### src/rtl/fifo_uart_pkg.sv
// Shared definitions for the console UART blocks: bit-time reload constants,
// receiver FSM encoding and register bit positions.
package fifo_uart_pkg;

    // Divider reload for one full bit time: round(clk_rate / bit_rate) - 1.
    function automatic int unsigned fullbit_reload(input int unsigned clk_rate,
                                                   input int unsigned bit_rate);
        return (clk_rate + bit_rate / 2) / bit_rate - 1;
    endfunction

    // Divider reload for half a bit time: round(clk_rate / (2 * bit_rate)) - 1.
    function automatic int unsigned halfbit_reload(input int unsigned clk_rate,
                                                   input int unsigned bit_rate);
        return (clk_rate + bit_rate) / (2 * bit_rate) - 1;
    endfunction

    typedef enum logic [2:0] {
        StArm,
        StIdle,
        StStart,
        StData,
        StStop
    } rx_state_e;

    // Status register layout
    localparam int unsigned StatValidBit = 8;
    localparam int unsigned StatFeBit    = 9;
    localparam int unsigned StatOvBit    = 10;
    localparam int unsigned StatBrkBit   = 11;
    localparam int unsigned StatFillLsb  = 16;
    localparam int unsigned StatFillW    = 13;

    // Control register layout
    localparam int unsigned CtrlPopBit = 8;
    localparam int unsigned CtrlClrBit = 9;

endpackage

### src/rtl/uart_rx_fifo.sv
// Receive FIFO: dual-port RAM with head/tail pointers and a prefetch register
// that always presents the oldest entry. The entry stays in the RAM until it
// is popped, so capacity is 2^L2_FIFO_SIZE-1 bytes including the shown one.
module uart_rx_fifo #(
    parameter int unsigned L2_FIFO_SIZE = 9
) (
    input  logic        clk,
    input  logic        rst_n,
    input  logic        wr_en,
    input  logic [7:0]  wr_data,
    input  logic        pop,
    output logic [7:0]  head_byte,
    output logic        head_valid,
    output logic [12:0] fill,
    output logic        drop
);

    localparam int unsigned Depth = 1 << L2_FIFO_SIZE;
    localparam int unsigned AW    = L2_FIFO_SIZE;

    logic [7:0]    mem [Depth];
    logic [AW-1:0] head_q;
    logic [AW-1:0] tail_q;
    logic [AW-1:0] used;
    logic [7:0]    dout_q;
    logic          valid_q;
    logic          full;
    logic          empty;
    logic          do_write;
    logic          do_pop;
    logic          load;

    // Full/empty come from registered pointers only, so a same-cycle pop
    // cannot make room for a write.
    assign full     = (head_q + AW'(1)) == tail_q;
    assign empty    = head_q == tail_q;
    assign do_write = wr_en && !full;
    assign drop     = wr_en && full;
    assign do_pop   = pop && valid_q;
    assign load     = !valid_q && !empty;
    assign used     = head_q - tail_q;

    // RAM write port
    always_ff @(posedge clk) begin
        if (do_write) begin
            mem[head_q] <= wr_data;
        end
    end

    // RAM read port feeding the prefetch register
    always_ff @(posedge clk) begin
        if (load) begin
            dout_q <= mem[tail_q];
        end
    end

    // Pointers and prefetch-valid; a pop blanks the head for one cycle before
    // the next entry is fetched.
    always_ff @(posedge clk or negedge rst_n) begin
        if (!rst_n) begin
            head_q  <= '0;
            tail_q  <= '0;
            valid_q <= 1'b0;
        end else begin
            if (do_write) begin
                head_q <= head_q + AW'(1);
            end
            if (do_pop) begin
                tail_q  <= tail_q + AW'(1);
                valid_q <= 1'b0;
            end else if (load) begin
                valid_q <= 1'b1;
            end
        end
    end

    assign head_byte  = valid_q ? dout_q : 8'h00;
    assign head_valid = valid_q;
    assign fill       = {{(13 - AW){1'b0}}, used};

endmodule

### src/rtl/fifo_uart_rx.sv
// Console UART receiver: synchronizer, majority-sampled 8N1 receive FSM,
// sticky line-error flags and a deep receive FIFO behind the status register.
module fifo_uart_rx
    import fifo_uart_pkg::*;
#(
    parameter int unsigned CLK_RATE     = 100000000,
    parameter int unsigned BIT_RATE     = 115200,
    parameter int unsigned L2_FIFO_SIZE = 9
) (
    input  logic        clk,
    input  logic        rst_n,
    input  logic        RxData,
    input  logic        strobe,
    input  logic [31:0] control,
    output logic [31:0] status
);

    localparam int unsigned FullReload = fullbit_reload(CLK_RATE, BIT_RATE);
    localparam int unsigned HalfReload = halfbit_reload(CLK_RATE, BIT_RATE);
    localparam int unsigned DivW       = $clog2(FullReload + 1);
    localparam logic [DivW-1:0] FullDiv = DivW'(FullReload);
    localparam logic [DivW-1:0] HalfDiv = DivW'(HalfReload);

    logic            s1_q, s2_q, s3_q;
    rx_state_e       state_q, state_d;
    logic [DivW-1:0] div_q, div_d;
    logic [3:0]      bitcnt_q, bitcnt_d;
    logic [7:0]      shift_q, shift_d;
    logic            wr_q, wr_d;
    logic            fe_q, ov_q, brk_q;
    logic            fe_set, brk_set;
    logic            div_zero;
    logic            maj;
    logic            pop_req, clr_req;
    logic [7:0]      head_byte;
    logic            head_valid;
    logic [12:0]     fill;
    logic            drop;
    logic            unused_control;

    assign pop_req        = strobe & control[CtrlPopBit];
    assign clr_req        = strobe & control[CtrlClrBit];
    assign unused_control = ^{control[31:10], control[7:0]};

    // s3/s2/s1 hold s2 as seen at divider values 1, 0 and reload.
    assign maj      = (s3_q & s2_q) | (s3_q & s1_q) | (s2_q & s1_q);
    assign div_zero = (div_q == '0);

    // Synchronizer and edge-detect delay; idle-high reset value
    always_ff @(posedge clk or negedge rst_n) begin
        if (!rst_n) begin
            s1_q <= 1'b1;
            s2_q <= 1'b1;
            s3_q <= 1'b1;
        end else begin
            s1_q <= RxData;
            s2_q <= s1_q;
            s3_q <= s2_q;
        end
    end

    // Receive FSM state and datapath registers
    always_ff @(posedge clk or negedge rst_n) begin
        if (!rst_n) begin
            state_q  <= StArm;
            div_q    <= FullDiv;
            bitcnt_q <= '0;
            shift_q  <= '0;
            wr_q     <= 1'b0;
        end else begin
            state_q  <= state_d;
            div_q    <= div_d;
            bitcnt_q <= bitcnt_d;
            shift_q  <= shift_d;
            wr_q     <= wr_d;
        end
    end

    // Receive FSM next state, bit timing and frame decisions
    always_comb begin
        state_d  = state_q;
        div_d    = div_q;
        bitcnt_d = bitcnt_q;
        shift_d  = shift_q;
        wr_d     = 1'b0;
        fe_set   = 1'b0;
        brk_set  = 1'b0;
        unique case (state_q)
            StArm: begin
                // Leave only when the next sample is high too: a single high
                // data bit inside a frame lasts exactly one bit time and must
                // not be mistaken for idle line.
                if (!s2_q) begin
                    div_d = FullDiv;
                end else if (!div_zero) begin
                    div_d = div_q - DivW'(1);
                end else if (s1_q) begin
                    state_d = StIdle;
                end
            end
            StIdle: begin
                if (s3_q && !s2_q) begin
                    div_d   = HalfDiv;
                    state_d = StStart;
                end
            end
            StStart: begin
                if (!div_zero) begin
                    div_d = div_q - DivW'(1);
                end else if (maj) begin
                    state_d = StIdle;
                end else begin
                    div_d    = FullDiv;
                    bitcnt_d = 4'd8;
                    state_d  = StData;
                end
            end
            StData: begin
                if (!div_zero) begin
                    div_d = div_q - DivW'(1);
                end else begin
                    shift_d  = {maj, shift_q[7:1]};
                    bitcnt_d = bitcnt_q - 4'd1;
                    div_d    = FullDiv;
                    if (bitcnt_q == 4'd1) begin
                        state_d = StStop;
                    end
                end
            end
            StStop: begin
                if (!div_zero) begin
                    div_d = div_q - DivW'(1);
                end else if (maj) begin
                    wr_d    = 1'b1;
                    state_d = StIdle;
                end else begin
                    fe_set  = 1'b1;
                    brk_set = (shift_q == 8'h00);
                    div_d   = FullDiv;
                    state_d = StArm;
                end
            end
            default: begin
                div_d   = FullDiv;
                state_d = StArm;
            end
        endcase
    end

    // Sticky error flags; a set in the same cycle as a clear wins
    always_ff @(posedge clk or negedge rst_n) begin
        if (!rst_n) begin
            fe_q  <= 1'b0;
            ov_q  <= 1'b0;
            brk_q <= 1'b0;
        end else begin
            fe_q  <= fe_set  | (fe_q  & ~clr_req);
            ov_q  <= drop    | (ov_q  & ~clr_req);
            brk_q <= brk_set | (brk_q & ~clr_req);
        end
    end

    uart_rx_fifo #(
        .L2_FIFO_SIZE (L2_FIFO_SIZE)
    ) u_fifo (
        .clk        (clk),
        .rst_n      (rst_n),
        .wr_en      (wr_q),
        .wr_data    (shift_q),
        .pop        (pop_req),
        .head_byte  (head_byte),
        .head_valid (head_valid),
        .fill       (fill),
        .drop       (drop)
    );

    // Status register assembly
    always_comb begin
        status                               = '0;
        status[7:0]                          = head_byte;
        status[StatValidBit]                 = head_valid;
        status[StatFeBit]                    = fe_q;
        status[StatOvBit]                    = ov_q;
        status[StatBrkBit]                   = brk_q;
        status[StatFillLsb +: StatFillW]     = fill;
    end

endmodule

### config.mk
export PLATFORM = sky130hd
export DESIGN_NAME = fifo_uart_rx
export DESIGN_NICKNAME = d
export VERILOG_FILES = /design/src/rtl/fifo_uart_pkg.sv /design/src/rtl/uart_rx_fifo.sv /design/src/rtl/fifo_uart_rx.sv
export SDC_FILE = /design/constraint.sdc
export NUM_CORES = 2
export LEC_CHECK = 0
export CORE_ASPECT_RATIO = 1.25
export CORE_MARGIN = 10
export CORE_UTILIZATION = 45
export CTS_BUF_LIST = sky130_fd_sc_hd__clkbuf_8
export DETAILED_ROUTE_END_ITERATION = 16
export SETUP_SLACK_MARGIN = 0.02
export SYNTH_ARGS = -nofsm -noshare
export SYNTH_HDL_FRONTEND = slang
export SYNTH_SLANG_ARGS = --single-unit
### constraint.sdc
create_clock -name clk -period 6.9 [get_ports clk]
set_clock_uncertainty 0.05 [all_clocks]
set_input_delay 1.035 -clock clk [delete_from_list [all_inputs] [get_ports clk]]
set_output_delay 1.035 -clock clk [all_outputs]
set_load 0.01 [all_outputs]
==> flow_summary.json <==
{
  "clock-sinks": 4155,
  "cts_resized": 0,
  "die_h_um": 692.1,
  "drt_iter0_drc": 9905,
  "hold_start": "RxData",
  "postCtsHoldBufs": 1,
  "area_growth_pct": 10.45,
  "die_x_um": 557.7,
  "antenna_found_initial": 24,
  "p_leak_nw": 46.15,
  "start_util_pct": 45.24,
  "synthDistinctLibCells": 80,
  "finalCritPeriodShare_pct": 88.59,
  "path_clk_slew_ns": 0.07,
  "r2r-start": "u_fifo.head_q[1]",
  "min_to": "s1_q",
  "wirelength_um": 455400,
  "synth_flop_cell": "edfxtp_1",
  "setup_ws_ns": 0.7872,
  "cp_max_fo": 28,
  "synth_edf_count": 4104,
  "vias_per_cell": 6.132,
  "fillers": 28760,
  "tritoncts": "yes",
  "hold_depth": 1,
  "grt_max_degree": 213,
  "cts_max_level": 6,
  "layout_common_cells": "4104 x edfxtp_1, 944 x mux4_2, 650 x clkbuf_8",
  "fmax_mhz": 163.6,
  "portBuffers": 26,
  "crit_type": "flip-flop to output port",
  "vias": 82180,
  "startpoint_type": "flip-flop",
  "synthArstFlopShare_pct": 1.227,
  "setup_viol": 0,
  "final_common_cell": "edfxtp_1",
  "grt_pass1_vias": 84150,
  "nets": 8262,
  "grt_pass1_wl_um": 642000,
  "routedWlPerCell_um": 33.98,
  "synthTopCellsByArea": "edfxtp_1 76%, mux4_2 13%, mux2i_1 2.1%",
  "clock_path_buffers": 4,
  "reg2reg_slack_ns": 1.27,
  "crit_path_end_kind": "output port",
  "synth-seq-cells": 4155,
  "placedCellCount": 12280,
  "gp_congestion": 0.8310,
  "yosys.area.top_type_share_pct": 75.78,
  "irDropWorstVdd_v": 0.0002815,
  "cts_buffers": 635,
  "worstMarginPinSlew_ns": 1.555,
  "ys_seq_area_share_pct": 76.57,
  "layout-drive-gt1-share_pct": 23.68,
  "violations": "max-slew violations",
  "maxSlewViolCount": 50,
  "ys_warn_count": 0,
  "fp-row-count": 246,
  "ant_nets": 0,
  "r2r_end": "u_fifo.mem[299][7]",
  "pre_cts_slack_ns": 1.329,
  "cts_root_buf": "clkbuf_8",
  "insertion_delay_ns": 1.21,
  "core_mm2": 0.3595,
  "yosys.area.top_type": "edfxtp_1",
  "reg2reg_depth": 10,
  "syn_area_per_cell_um2": 20.84,
  "fin_cells": 13400,
  "grt_setup_unrepaired": "false",
  "dp_hpwl_um": 267700,
  "outcome": "finished, violations left",
  "grt.total_usage_pct": 23.09,
  "dr.pass1.iters": 6,
  "netlist_instances": 7802,
  "period_needed_ns": 6.113,
  "dieArea_mm2": 0.3860,
  "cap_viol_max_count": 0,
  "syn_area_mm2": 0.1626,
  "power.density_mw_per_mm2": 324.7,
  "drc": 0,
  "cts_setup_buffers": 0,
  "io_pins": 68,
  "hold_viol": 0,
  "required_ns": 5.81,
  "hold_class": "input port to flip-flop",
  "overflow": 0,
  "arrival_ns": 5.03,
  "max-slew-margin-rel_pct": -3.686
}
synth_stat cells (all sizes together) (16+ instances only):
library cell	instances
clkbuf	166
a31oi	29
a21oi	123
a211oi	53
dfrtp	42
inv	19
xnor2	24
edfxtp	4104
o22ai	75
o221ai	33
mux2	31
nand3	76
mux2i	338
a221oi	55
o21ai	78
nor2b	23
a22oi	121
ha	16
nand2	220
nor3	38
mux4	944
buf	326
nor2	633
a2111oi	16
flip-flops by register name, indices dropped and copies added (netlist names), 3 cells and up:
| signal | count |
|---|---|
| bitcnt_q | 4 |
| div_q | 10 |
| shift_q | 8 |
| state_q | 3 |
| u_fifo.dout_q | 8 |
| u_fifo.head_q | 9 |
| u_fifo.mem | 4096 |
| u_fifo.tail_q | 9 |
report_power, final:
group / leakage (nW) / internal [mW] / switching [mW]
logic: 10.8 / 3.98 / 7.98
registers: 28.9 / 27.3 / 0.296
clock network: 6.45 / 9.18 / 9.55
total: 46.1 / 40.5 / 17.8
layout make-up:
type                            instances  area (µm²)  share of cell area (%)
Sequential cell                      4155      124600                   69.35
Multi-Input combinational cell       3142       35190                   19.59
Clock buffer                          650        8946                   4.980
Tap cell                             4712        5896                   3.282
Timing Repair Buffer                  252        2555                   1.422
Clock inverter                        458        2337                   1.301
Inverter                               23       105.1                 0.05851
Antenna cell                           10       25.02                 0.01393
worst max-delay path: stages, from the launching register on:
cell and delay, ns:
dfrtp_4 0.88, inv_4 0.41, ha_1 0.41, nor2b_1 0.13, o21ai_0 0.21, a21boi_0 0.15
o21ai_0 0.19, nand2b_1 0.11, a21o_1 0.18, a21oi_1 0.18, xnor2_1 0.29, clkdlybuf4s50_1 0.64
cells by family after synthesis:
family,Yosys count,share of synthesized area (%)
simple gates,1077,2.854
buf+inv,515,1.937
mux,1313,15.37
other cells,1,0.002306
fa+ha+maj,18,0.1416
flops,4155,76.57
xor+xnor,34,0.1831
compound gates,689,2.941
per-stage QoR:
step	power [mW]	cell area [µm²]	hold WS [ns]	utilization (%)	TNS [ns]
final	58.33	179600	0.2199	49.97	0
after global routing	60.16	179600	0.1434	49.96	0
after CTS	58.68	179600	0.1020	49.96	0
after detailed placement	40.20	168300	0.3593	46.82	0
after global placement	40.17	168300	0.3647	46.82	0
after floorplan	35.64	162700	0.3033	-	-1316.90
per-layer routing:
| layer | GRT usage [%] | up-vias | wire, µm |
|---|---|---|---|
| met3 | 4.577 | 900 | 38140 |
| li1 | - | 33270 | - |
| met1 | 30.44 | 43940 | 171900 |
| met4 | 10.32 | 12 | 23420 |
| met5 | 0 | - | 76 |
| met2 | 37.43 | 4052 | 221800 |
how the worst max path moves through the flow:
stage	startpoint	endpoint	slack (ns)	depth (start not counted)
global route	u_fifo.tail_q[1]	status[23]	0.64	11
CTS	u_fifo.tail_q[1]	status[23]	0.68	11
detailed placement	u_fifo.head_q[1]	u_fifo.mem[299][6]	1.33	10
floorplan	shift_q[3]	u_fifo.mem[0][3]	-0.65	0
global placement	u_fifo.head_q[1]	u_fifo.mem[362][1]	1.28	10
finish	u_fifo.tail_q[1]	status[23]	0.79	11
No activity file was read; power rests on OpenSTA's default activity.
